$ cat src/rtl/ir_cmd_dispatch.sv
// ir_cmd_dispatch: queues NEC IR commands and presents them on valid/ready.
// Optional held-key repeat suppression: define IR_REPEAT_SUPPRESS_EN.
module ir_cmd_dispatch #(
   parameter  int DEPTH       = 4,
   parameter  int HOLDOFF_CYC = 5_000_000,
   localparam int CNT_W       = $clog2(DEPTH + 1)
) (
   input  logic             clk_i,
   input  logic             rst_n_i,
   input  logic             irq_i,
   input  logic [7:0]       command_i,
   output logic             cmd_valid_o,
   output logic [7:0]       cmd_o,
   input  logic             cmd_ready_i,
   output logic [CNT_W-1:0] count_o,
   output logic             overflow_o,
   input  logic             clr_ovf_i
);

   localparam int PW = $clog2(DEPTH);
   localparam logic [CNT_W-1:0] FULL = CNT_W'(DEPTH);

   typedef enum logic {
      IDLE,
      PRESENT
   } state_e;

   logic [7:0]       mem_q [DEPTH];
   logic [PW-1:0]    wr_ptr_q;
   logic [PW-1:0]    rd_ptr_q;
   logic [CNT_W-1:0] count_q;
   logic [CNT_W-1:0] count_d;
   state_e           state_q;
   state_e           state_d;
   logic [7:0]       cmd_q;
   logic [7:0]       cmd_d;
   logic             ovf_q;
   logic             ovf_d;
   logic             accept;
   logic             push;
   logic             drop;
   logic             pop;

`ifdef IR_REPEAT_SUPPRESS_EN
   localparam int TW = $clog2(HOLDOFF_CYC + 1);

   logic [7:0]    last_q;
   logic [TW-1:0] timer_q;
   logic          suppress;

   assign suppress = irq_i && (command_i == last_q) && (timer_q != '0);
   assign accept   = irq_i && !suppress;

   // Remember the last key and restart the holdoff window on every irq.
   always_ff @(posedge clk_i or negedge rst_n_i) begin
      if (!rst_n_i) begin
         last_q  <= '0;
         timer_q <= '0;
      end else if (irq_i) begin
         last_q  <= command_i;
         timer_q <= TW'(HOLDOFF_CYC);
      end else if (timer_q != '0) begin
         timer_q <= timer_q - 1'b1;
      end
   end
`else
   assign accept = irq_i;
`endif

   // Full check uses pre-pop occupancy, so a pop never frees room this cycle.
   assign push = accept && (count_q != FULL);
   assign drop = accept && (count_q == FULL);

   // Occupancy bookkeeping.
   always_comb begin
      count_d = count_q;
      unique case ({push, pop})
         2'b10:   count_d = count_q + 1'b1;
         2'b01:   count_d = count_q - 1'b1;
         default: count_d = count_q;
      endcase
   end

   // Storage and pointers; power-of-two depth lets pointers wrap naturally.
   always_ff @(posedge clk_i or negedge rst_n_i) begin
      if (!rst_n_i) begin
         for (int i = 0; i < DEPTH; i++) mem_q[i] <= '0;
         wr_ptr_q <= '0;
         rd_ptr_q <= '0;
         count_q  <= '0;
      end else begin
         if (push) begin
            mem_q[wr_ptr_q] <= command_i;
            wr_ptr_q        <= wr_ptr_q + PW'(1);
         end
         if (pop) rd_ptr_q <= rd_ptr_q + PW'(1);
         count_q <= count_d;
      end
   end

   // Output FSM next state: load head and pop whenever the slot is free.
   always_comb begin
      state_d = state_q;
      cmd_d   = cmd_q;
      pop     = 1'b0;
      unique case (state_q)
         IDLE: begin
            if (count_q != '0) begin
               pop     = 1'b1;
               cmd_d   = mem_q[rd_ptr_q];
               state_d = PRESENT;
            end
         end
         PRESENT: begin
            if (cmd_ready_i) begin
               if (count_q != '0) begin
                  pop   = 1'b1;
                  cmd_d = mem_q[rd_ptr_q];
               end else begin
                  state_d = IDLE;
               end
            end
         end
      endcase
   end

   // Output FSM registers.
   always_ff @(posedge clk_i or negedge rst_n_i) begin
      if (!rst_n_i) begin
         state_q <= IDLE;
         cmd_q   <= '0;
      end else begin
         state_q <= state_d;
         cmd_q   <= cmd_d;
      end
   end

   // Sticky overflow; a new drop wins over a simultaneous clear.
   assign ovf_d = drop ? 1'b1 : (clr_ovf_i ? 1'b0 : ovf_q);

   // Overflow flag register.
   always_ff @(posedge clk_i or negedge rst_n_i) begin
      if (!rst_n_i) ovf_q <= 1'b0;
      else          ovf_q <= ovf_d;
   end

   assign cmd_valid_o = (state_q == PRESENT);
   assign cmd_o       = cmd_q;
   assign count_o     = count_q;
   assign overflow_o  = ovf_q;

endmodule
$ cat config.mk
export PLATFORM = sky130hd
export DESIGN_NAME = ir_cmd_dispatch
export DESIGN_NICKNAME = d
export VERILOG_FILES = /design/src/rtl/ir_cmd_dispatch.sv
export SDC_FILE = /design/constraint.sdc
export NUM_CORES = 1
export LEC_CHECK = 0
export ABC_AREA = 1
export CORE_MARGIN = 5
export CORE_UTILIZATION = 57
export DETAILED_ROUTE_END_ITERATION = 12
export GPL_TIMING_DRIVEN = 0
export PLACE_DENSITY = 0.9
export SYNTH_ARGS = -nofsm -noshare
export SYNTH_HDL_FRONTEND = slang
export SYNTH_SLANG_ARGS = --single-unit
$ cat constraint.sdc
create_clock -name clk_i -period 2.35 [get_ports clk_i]
set_input_delay 0.47 -clock clk_i [delete_from_list [all_inputs] [get_ports clk_i]]
set_output_delay 0.47 -clock clk_i [all_outputs]
set_load 0.005 [all_outputs]
==> metrics.cfg <==
[status]
status = finished clean

[die]
die_h_um = 78.0
ios = 26
start_util = 0.598
die_area_um2 = 6090
core_area_um2 = 4410
rows = 24
die_w_um = 78.0

[global_route]
track_usage = 0.193
grt_remaining_overflow = 0
grt.met1_usage = 0.256
grt_pass1_wl_um = 9490
met2_usage = 0.317
gr-max-usage-layer = met2
gr-usage-met3 = 0.0435
antenna_found_initial = 0
grt_pass1_vias = 2069
grt_max_degree = 31

[detailed_routing]
avgViaCountPerCell = 5.15
drt_iter0_drc = 111
wl_per_cell_um = 13.3
routed_wl_um = 5460
vias = 2113
drc = 0
ant_nets = 0
firstDrtPassIters = 4

[synth]
yosys.cell_types.count = 24
ys_ff_latch = 49
syn_area_um2 = 2640
syn-mean-instance-area_um2 = 8.14
synthCells = 324
ys_warn_count = 0
synth_nets = 343
synth.yosys.seq_area_share = 0.465

[worst_setup_path]
r2r_slack_ns = 0.39
end_kind = register
path_max_fanout = 10
required_ns = 2.55
cp-start-kind = input pin
worst-setup-path-type = in -> reg
critical_path_arrival_ns = 2.24
rr_startpoint = count_o[0]
rr_worst_depth = 10
timing.rr.end = count_o[2]

[place]
post-place-ws_ns = -0.0237
port_buffers = 25
place.gp.congestion = 0.861
dp_hpwl_um = 4180

[finish]
area_growth_pct = 15.9
antenna_cells = 0
layout_common_cells = nand2_1, dfrtp_1, inv_1
nets = 376
nFillCells = 400
drive_gt1_frac = 0.109
layout_commonest_cell = nand2_1

[timing]
setup_viol = 0
fmax_mhz = 490
fin_skew_ns = 0.00506
setup_slack_ns = 0.309
drv_slew = 0
hold_viol_final = 0
min_period_ns = 2.04
post-route-period-util = 0.868
tightest_slew_ns = 0.469
slew_headroom = 0.687
tns_ns = 0
rsz0062_at_grt = no
hold_ws_ns = 0.104

[clocking]
worstSkewPairLatency_ns = 0.31
post_cts_buffers = 0
root_buffer = clkbuf_8
cts_resized = 0
path_clk_slew_ns = 0.09
hold_buffers = 0
cts_tree = built
cts_made_buffers = 5
clk_path_buf_depth = 2
h-tree-depth = 2
cts_sinks = 49

[power_and_ir_drop]
power_uw = 4020
vdd_drop_max_mv = 0.649
p_leak_uw = 0.00166
power.density_nw_per_um2 = 1310

[min_path]
min_path_type = in -> async

[flow_run]
cap_viol_max_count = 0

-- how the worst max path moves through the flow --
stage / start / endpoint / slack [ns] / cells past startpoint
6_report: cmd_ready_i / count_o[2] / 0.31 / 10
5_1_grt: cmd_ready_i / count_o[2] / 0.16 / 11
4_1_cts: cmd_ready_i / count_o[2] / 0.30 / 10
3_5_place_dp: cmd_ready_i / count_o[2] / -0.02 / 10
3_3_place_gp: rst_n_i / cmd_o[3] / -0.53 / 1
2_1_floorplan: count_o[2] / count_o[2] / 0.54 / 11
-- synth_stat cells --
cell type / n / area, um2
buf_6: 2 / 22.5
buf_8: 1 / 15.0
buf_12: 3 / 60.1
o22ai_2: 1 / 12.5
o21ai_2: 1 / 8.76
inv_1: 42 / 158
nand3_1: 20 / 100
fa_1: 1 / 20.0
nand2_4: 1 / 11.3
xnor2_1: 1 / 8.76
ha_1: 5 / 62.6
inv_2: 3 / 11.3
o21ai_0: 2 / 10.0
nand2_1: 139 / 522
xor2_1: 3 / 26.3
nor2_1: 1 / 3.75
nand3_4: 3 / 52.6
nand4_1: 32 / 200
nor2_4: 1 / 11.3
inv_4: 1 / 6.26
dfrtp_1: 49 / 1230
buf_2: 1 / 5.00
buf_4: 10 / 75.1
nand3_2: 1 / 10.0
-- where the power goes --
part           switching [uW]  total, uW  internal, uW
combinational            1160       2050           894
sequential                223       1460          1230
clock                     298        510           212
total                    1680       4020          2340
-- metrics by stage --
| step | utilization | area [um2] | cells |
|---|---|---|---|
| after floorplan | - | 2640 | 324 |
| after global routing | 0.693 | 3060 | 410 |
| final | 0.693 | 3060 | 410 |
| after global placement | 0.669 | 2950 | 401 |
| after CTS | 0.693 | 3060 | 410 |
| after detailed placement | 0.673 | 2970 | 402 |
-- per-layer routing --
layer | wire, um | vias to the layer above
li1 | - | 1077
met1 | 2500 | 968
met2 | 2550 | 58
met3 | 299 | 10
met4 | 109 | 0
met5 | 0 | -
-- flip-flops by register name, indices dropped and copies added (netlist names) --
name,cells
count_o,3
cmd_o,8
wr_ptr_q,2
mem_q,32
cmd_valid_o,1
rd_ptr_q,2
overflow_o,1
-- worst max-delay path, cell delays in order --
cell             delay (ns)
clkdlybuf4s50_1        0.51
nor2_1                 0.09
nor2_4                 0.12
buf_6                  0.13
ha_1                   0.17
inv_1                  0.06
fa_1                   0.38
nand2_1                0.08
nand3_1                0.08
xor2_1                 0.14
-- kinds of logic after synthesis --
logic type      Yosys count  share of synthesized area
simple gates            198                      0.345
buf+inv                  63                      0.134
flops                    49                      0.465
fa+ha+maj                 6                     0.0313
compound gates            4                     0.0119
xor+xnor                  4                     0.0133
-- cell type report --
| class | count | area, um2 | area share |
|---|---|---|---|
| Buffer | 17 | 178 | 0.0581 |
| Timing Repair Buffer | 26 | 265 | 0.0867 |
| Clock inverter | 3 | 21.3 | 0.00695 |
| Sequential cell | 49 | 1230 | 0.401 |
| Multi-Input combinational cell | 212 | 1060 | 0.346 |
| Clock buffer | 5 | 68.8 | 0.0225 |
| Tap cell | 52 | 65.1 | 0.0213 |
| Inverter | 46 | 175 | 0.0573 |
Note: power is estimated with default switching activity, not from simulation.
